`src/rtl/eva_rank_engine.sv`:
```
// Epoch controller and EVA ranking engine: snapshots hit histograms each epoch,
// then runs a SUM pass and a SCAN pass to publish per-age EVA scores and a victim age.
module eva_rank_engine #(
    parameter int k              = 3,
    parameter int ctrLen         = 10,
    parameter int accessCtrWidth = 13
) (
    input  logic                              clk,
    input  logic                              rst,
    input  logic                              access,
    input  logic [ctrLen*(2**k)-1:0]          hitCtr_R_1D,
    input  logic [ctrLen*(2**k)-1:0]          hitCtr_NR_1D,
    output logic                              update_EVA,
    output logic                              busy,
    output logic                              eva_done,
    output logic                              eva_valid,
    output logic                              overrun,
    output logic [k-1:0]                      victim_age,
    output logic [(ctrLen+k+1)*(2**k)-1:0]    eva_R_1D,
    output logic [(ctrLen+k+1)*(2**k)-1:0]    eva_NR_1D
);
    localparam int N  = 2**k;
    localparam int W  = ctrLen + k + 1;
    localparam int TW = ctrLen + k;

    typedef enum logic [2:0] {IDLE, CAPTURE, SUM, SCAN, DONE} state_t;

    state_t                       state_q, state_d;
    logic [accessCtrWidth-1:0]    epoch_q, epoch_d;
    logic                         ovr_q, ovr_d;
    logic [k-1:0]                 idx_q, idx_d;
    logic [ctrLen*N-1:0]          snapR_q, snapR_d, snapNR_q, snapNR_d;
    logic [TW-1:0]                totR_q, totR_d, totNR_q, totNR_d;
    logic [TW-1:0]                costR_q, costR_d, costNR_q, costNR_d;
    logic [TW-1:0]                cumR_q, cumR_d, cumNR_q, cumNR_d;
    logic [TW-1:0]                accR_q, accR_d, accNR_q, accNR_d;
    logic [W*N-1:0]               shR_q, shR_d, shNR_q, shNR_d;
    logic signed [W-1:0]          min_q, min_d;
    logic [k-1:0]                 vict_q, vict_d;
    logic [W*N-1:0]               evaR_q, evaR_d, evaNR_q, evaNR_d;
    logic [k-1:0]                 vage_q, vage_d;
    logic                         valid_q, valid_d;

    logic                         trig;
    logic [ctrLen-1:0]            selR, selNR;
    logic [TW-1:0]                sumR, sumNR;
    logic [TW-1:0]                ncumR, ncumNR, naccR, naccNR;
    logic signed [W-1:0]          diffR, diffNR;

    assign trig   = access && (&epoch_q);
    assign selR   = snapR_q[idx_q*ctrLen +: ctrLen];
    assign selNR  = snapNR_q[idx_q*ctrLen +: ctrLen];
    assign sumR   = totR_q + TW'(selR);
    assign sumNR  = totNR_q + TW'(selNR);
    assign ncumR  = cumR_q + TW'(selR);
    assign ncumNR = cumNR_q + TW'(selNR);
    assign naccR  = accR_q + costR_q;
    assign naccNR = accNR_q + costNR_q;
    // Operands are bounded by N*(2**ctrLen-1), so the W-bit difference never wraps.
    assign diffR  = $signed({1'b0, ncumR}) - $signed({1'b0, naccR});
    assign diffNR = $signed({1'b0, ncumNR}) - $signed({1'b0, naccNR});

    always_comb begin
        state_d  = state_q;
        epoch_d  = access ? epoch_q + 1'b1 : epoch_q;
        ovr_d    = ovr_q;
        idx_d    = idx_q;
        snapR_d  = snapR_q;
        snapNR_d = snapNR_q;
        totR_d   = totR_q;
        totNR_d  = totNR_q;
        costR_d  = costR_q;
        costNR_d = costNR_q;
        cumR_d   = cumR_q;
        cumNR_d  = cumNR_q;
        accR_d   = accR_q;
        accNR_d  = accNR_q;
        shR_d    = shR_q;
        shNR_d   = shNR_q;
        min_d    = min_q;
        vict_d   = vict_q;
        evaR_d   = evaR_q;
        evaNR_d  = evaNR_q;
        vage_d   = vage_q;
        valid_d  = valid_q;

        if (trig && state_q != IDLE) ovr_d = 1'b1;

        unique case (state_q)
            IDLE: begin
                if (trig) begin
                    state_d = CAPTURE;
                    totR_d  = '0;
                    totNR_d = '0;
                    cumR_d  = '0;
                    cumNR_d = '0;
                    accR_d  = '0;
                    accNR_d = '0;
                end
            end
            CAPTURE: begin
                snapR_d  = hitCtr_R_1D;
                snapNR_d = hitCtr_NR_1D;
                idx_d    = '0;
                state_d  = SUM;
            end
            SUM: begin
                totR_d  = sumR;
                totNR_d = sumNR;
                idx_d   = idx_q + 1'b1;
                if (&idx_q) begin
                    costR_d  = sumR >> k;
                    costNR_d = sumNR >> k;
                    idx_d    = '1;
                    min_d    = {1'b0, {(W-1){1'b1}}};
                    vict_d   = '0;
                    state_d  = SCAN;
                end
            end
            SCAN: begin
                cumR_d  = ncumR;
                cumNR_d = ncumNR;
                accR_d  = naccR;
                accNR_d = naccNR;
                shR_d[idx_q*W +: W]  = diffR;
                shNR_d[idx_q*W +: W] = diffNR;
                if (diffNR < min_q) begin
                    min_d  = diffNR;
                    vict_d = idx_q;
                end
                idx_d = idx_q - 1'b1;
                if (idx_q == '0) begin
                    evaR_d  = shR_d;
                    evaNR_d = shNR_d;
                    vage_d  = vict_d;
                    valid_d = 1'b1;
                    state_d = DONE;
                end
            end
            DONE: state_d = IDLE;
            default: state_d = IDLE;
        endcase
    end

    always_ff @(posedge clk or posedge rst) begin
        if (rst) begin
            state_q  <= IDLE;
            epoch_q  <= '0;
            ovr_q    <= 1'b0;
            idx_q    <= '0;
            snapR_q  <= '0;
            snapNR_q <= '0;
            totR_q   <= '0;
            totNR_q  <= '0;
            costR_q  <= '0;
            costNR_q <= '0;
            cumR_q   <= '0;
            cumNR_q  <= '0;
            accR_q   <= '0;
            accNR_q  <= '0;
            shR_q    <= '0;
            shNR_q   <= '0;
            min_q    <= '0;
            vict_q   <= '0;
            evaR_q   <= '0;
            evaNR_q  <= '0;
            vage_q   <= '0;
            valid_q  <= 1'b0;
        end else begin
            state_q  <= state_d;
            epoch_q  <= epoch_d;
            ovr_q    <= ovr_d;
            idx_q    <= idx_d;
            snapR_q  <= snapR_d;
            snapNR_q <= snapNR_d;
            totR_q   <= totR_d;
            totNR_q  <= totNR_d;
            costR_q  <= costR_d;
            costNR_q <= costNR_d;
            cumR_q   <= cumR_d;
            cumNR_q  <= cumNR_d;
            accR_q   <= accR_d;
            accNR_q  <= accNR_d;
            shR_q    <= shR_d;
            shNR_q   <= shNR_d;
            min_q    <= min_d;
            vict_q   <= vict_d;
            evaR_q   <= evaR_d;
            evaNR_q  <= evaNR_d;
            vage_q   <= vage_d;
            valid_q  <= valid_d;
        end
    end

    assign update_EVA = (state_q == CAPTURE);
    assign busy       = (state_q != IDLE);
    assign eva_done   = (state_q == DONE);
    assign eva_valid  = valid_q;
    assign overrun    = ovr_q;
    assign victim_age = vage_q;
    assign eva_R_1D   = evaR_q;
    assign eva_NR_1D  = evaNR_q;

endmodule

```
`config.mk`:
```
export PLATFORM = sky130hd
export DESIGN_NAME = eva_rank_engine
export DESIGN_NICKNAME = d
export VERILOG_FILES = /design/src/rtl/eva_rank_engine.sv
export SDC_FILE = /design/constraint.sdc
export NUM_CORES = 2
export LEC_CHECK = 0
export ABC_AREA = 1
export CAP_MARGIN = 20
export CORE_MARGIN = 2
export CORE_UTILIZATION = 55
export DETAILED_ROUTE_END_ITERATION = 6
export PLACE_DENSITY_LB_ADDON = 0.3
export SLEW_MARGIN = 15
export SYNTH_ARGS = -nofsm -noshare
export SYNTH_HDL_FRONTEND = slang
export SYNTH_SLANG_ARGS = --single-unit
```
`constraint.sdc`:
```
create_clock -name clk -period 34 [get_ports clk]
set_clock_uncertainty 0.1 [all_clocks]
set_input_delay 6.8 -clock clk [delete_from_list [all_inputs] [get_ports clk]]
set_output_delay 6.8 -clock clk [all_outputs]
set_load 0.01 [all_outputs]
```
# Word-level counts from Yosys, hierarchy flattened
# Cells that the tools add are included.
# op_classes
order_cmp	1
mul	2
muxes	21
n_addsub	12
shift	5
n_reduce_logical	18
eq_ne	8
# op_table
op	n
$bwmux W112	2
$shiftx A14 B34 Y112	2
$shiftx A80 B8 Y10	2
$pmux W13 S2	6
$shift A14 B34 Y112 const A	1
$add A13 B10 Y13	6
$neg A7 Y34	1
$mux W14	2
$pmux W14 S2	1
$sub A13 B13 Y14	2
$mux W3	6
$lt A14 B14 Y1	1
$add A13 B1 Y13 const B	1
$mux W13	1
$reduce_and A13 Y1	1
$mul A3 B3 Y6 const B	2
$pmux W3 S4	1
$pmux W3 S3	1
$reduce_and A3 Y1	3
$ne A2 B2 Y1 const B	4
$reduce_and A2 Y1	4
$eq A3 B2 Y1 const B	2
$logic_not A3 Y1	2
$pmux W3 S2	1
8 further kinds	12
# word_totals
in_bits	163
ff_bits	747
output_inout_bits	232

# Longest topological paths before layout
# logic_depth
ltp_word	7
depth_mapped	37
depth_no_buf	32

# Worst setup path after synthesis
# No wires, ideal clock.
# synth_timing
kind	in2reg
from	in access
to	reg totNR_q[2]
slack_ps	25581
required_ps	33778
setup_time_ps	122
arrival_ps	8198
n_path_buf	1
cell_stages	9
path_cell_list	nand4_1 -> nor4_2 -> nand4_1 -> inv_1 -> nand2_1 -> nand2_1 -> inv_1 -> clkbuf_1 -> a32o_1
# synth_between
elab_chain_len	3
# synth_lines
item	line_no	rtl
start: declaration	10	input logic access,
$logic_and A1 B1 Y1	50	assign trig = access && (&epoch_q);
$ne A2 B2 Y1 (no line)	n/a	
$reduce_and A2 Y1 (no line)	n/a	
end signal: assignment	177	totNR_q <= totNR_d;
end: declaration	33	logic [TW-1:0] totR_q, totR_d, totNR_q, totNR_d;
# Every way passes these cells.
# A chain may end at the register's enable or synchronous reset.

==> out/qor.csv <==
metric,value,unit
syn_nets,5502,
Hold Path Cell Cnt,1,
final worst path period share,0.285,
number of CTS-inserted buffers,78,
IO Port Bufs,394,
die area,74600,um2
Initial DRT Pass Iterations,7,
max_slew headroom,0.172,
register area share after synthesis,0.469,
sequential share of power,0.492,
arrival time of the worst setup path,10.21,ns
Routed WL,132,mm
NetSw,0.395,mW
chip height,273,um
CTS tree,built,
H-tree depth,3,
# diodes,0,
drt wl/cell,20.3,um
chip width,273,um
antenna violations before repair,6,
number of global-route vias before repair,35900,
post-DP HPWL,95.2,mm
final hold slack,0.362,ns
critical path required time,34.52,ns
Final setup viols,0,
Setup CP Type,input port to asynchronous set/reset pin,
final slew viol count,0,
# fillers,6094,
Clock Sinks,747,
"Reg clk slew, reported paths",0.06,ns
Area contributors post-synth,"dfrtp_1 47%, nand2_1 18%, nand3_1 8.2%, o21ai_0 4.4%, ha_1 3.5%",
DRC,1,
Synth Register Bits,747,
Synth top area share,0.469,
clock power share,0.483,
routability cong.,1.07,
post_cts resized,0,
first-pass GRT wire length,204,mm
final hold violation count,0,
CTS max path bufs,3,
CTS root buf,clkbuf_16,
sw frac,0.217,
most frequent cells after synthesis,"1888 x nand2_1, 747 x dfrtp_1, 657 x nand3_1",
Fin Setup TNS,0,ns
P_int,1.43,mW
Post-synth ARST share,1.00,
area of the multi-input gates,19100,um2
worst hold path endpoint,eva_valid$_DFFE_PP0P_,
outcome,"finished, violations left",
Vias,38000,
most used standard cell by instance count after synthesis,nand2_1,
Initial Util,0.557,
minimum clock period,9.68,ns
DP Cell Count,6360,
I/O Pins,395,
VDD IR max,0.0306,mV
Synth area leader,dfrtp_1,
Finished Layout Cells,6500,
RSZ-0062 raised after global routing,false,
Total GRT Usage,0.352,
worst skew pair latency,0.64,ns
largest net degree at the start of global routing,183,
Post-synth EDFFs,0,
worst-margin pin slew,1.23,ns
unique cell type count in the Yosys netlist,52,
critical path capture point type,asynchronous set/reset pin,
FF-to-FF End,min_q[6]$_DFFE_PP0P_,
Setup Buffers After CTS,0,
area growth from synthesis to layout,18.1,%
cts hold-fix bufs,0,
Power Density,38.8,nW/um2
Comb pwr share,0.025,
Leak,22.8,nW
failing checks,design-rule violations,
CP startpoint kind,input port,
core area,71600,um2
share of layout cells above drive strength 1,0.0586,
fin area,47100,um2
crit path max fanout,88,
reg2reg path depth,33,
Mapped Area,39900,um2
remaining antenna violation count,0,
Max Freq,103,MHz
Hold Crit Start,eva_valid$_DFFE_PP0P_,
Post-DP Area,44400,um2
FP Rows,98,
Mean Syn Cell Area,7.64,um2
remaining global-route overflow,0,
total power,1.83,mW
max_cap viols,0,
layout net count,5776,
DRT iter0 DRCs,4419,
Worst Hold Class,flip-flop to flip-flop,
R2R Path Start,idx_q[0]$_DFFE_PP0P_,
vias per std cell,5.84,
FF+latch area,18700,um2
"reg-to-reg slack, setup",25.89,ns
Cells after Synth,5218,
"Primary FF master, synth",dfrtp_1,
Yosys warning count,0,
==> critical path, cell delays in order <==
cell and delay (ns):
clkdlybuf4s50_1 0.50, inv_8 0.48, buf_4 0.83, buf_4 0.59, buf_4 0.86
==> flip-flops by register name, indices dropped and copies added, names as in the netlist, 3 cells and up <==
name,cells
eva_R_1D,112
accR_q,13
idx_q,3
cumNR_q,13
victim_age,3
accNR_q,13
costNR_q,10
shNR_q,112
costR_q,10
snapR_q,80
vict_q,3
epoch_q,13
eva_NR_1D,112
totR_q,13
state_q,3
cumR_q,13
totNR_q,13
snapNR_q,80
min_q,14
shR_q,112
==> layout by cell type, fill, tap and decap left out, drive strengths merged, types with 17 or more instances in the layout <==
cell | synthesis | routed
a21oi | 110 | 110
ha | 110 | 110
or2 | 97 | 97
clkbuf | 170 | 114
nand4 | 49 | 49
o211ai | 50 | 50
a31oi | 78 | 78
nor3 | 19 | 19
o21ai | 391 | 391
o22ai | 31 | 31
nand3 | 657 | 657
dfrtp | 747 | 747
nand2 | 1897 | 1897
xnor2 | 17 | 17
nor2 | 317 | 317
inv | 288 | 292
buf | 75 | 45
xor2 | 52 | 52
clkdlybuf4s50 | 0 | 394
==> area by class of cell <==
class	count	area share
Clock buffer	114	0.0480
Clock inverter	24	0.00728
Inverter	290	0.0236
Multi-Input combinational cell	3936	0.407
Sequential cell	747	0.397
Tap cell	950	0.0253
Timing Repair Buffer	439	0.0920
==> worst max path at each step <==
stage                     from                   endpoint  slack (ns)  depth (start not counted)
final                      rst  eva_NR_1D[52]$_DFFE_PP0P_       24.32                          5
after global routing       rst      shR_q[51]$_DFFE_PP0P_       23.82                          5
after CTS                  rst      shR_q[51]$_DFFE_PP0P_       23.75                          5
after detailed placement   rst  eva_NR_1D[36]$_DFFE_PP0P_       23.09                          5
after global placement     rst  eva_NR_1D[52]$_DFFE_PP0P_       23.12                          5
after floorplan            rst     accNR_q[0]$_DFFE_PP0P_        6.14                          1
==> stage by stage <==
step	worst slack (ns)	util
2_1_floorplan	6.14	-
3_3_place_gp	23.12	0.620
3_5_place_dp	23.09	0.620
4_1_cts	23.75	0.657
5_1_grt	23.82	0.657
6_report	24.32	0.657
==> layer usage <==
layer | vias up | GRT usage | wire, um
li1 | 17700 | - | -
met1 | 18100 | 0.482 | 54000
met2 | 1901 | 0.528 | 57900
met3 | 344 | 0.0871 | 13500
met4 | 10 | 0.164 | 6740
met5 | - | 0 | 62
==> power by group through the flow <==
stage / Combinational [mW] / Clock [mW] / Sequential [mW]
floorplan: 0.0203 / 0 / 0.914
global placement: 0.0465 / 0 / 0.913
detailed placement: 0.0472 / 0 / 0.914
CTS: 0.0473 / 0.885 / 0.898
global route: 0.0530 / 0.922 / 0.898
finish: 0.0465 / 0.881 / 0.898
==> cells by family (layout without fill, tap and decap cells) <==
group / count (synthesis) / after routing / share of synthesized area
mux: 1 / 1 / 0.000282
simple gates: 3051 / 3051 / 0.326
xor+xnor: 69 / 69 / 0.0153
flops: 747 / 747 / 0.469
buf+inv: 535 / 867 / 0.0517
compound gates: 694 / 694 / 0.0977
fa+ha+maj: 121 / 121 / 0.0401
No activity file was read; power rests on OpenSTA's default activity.
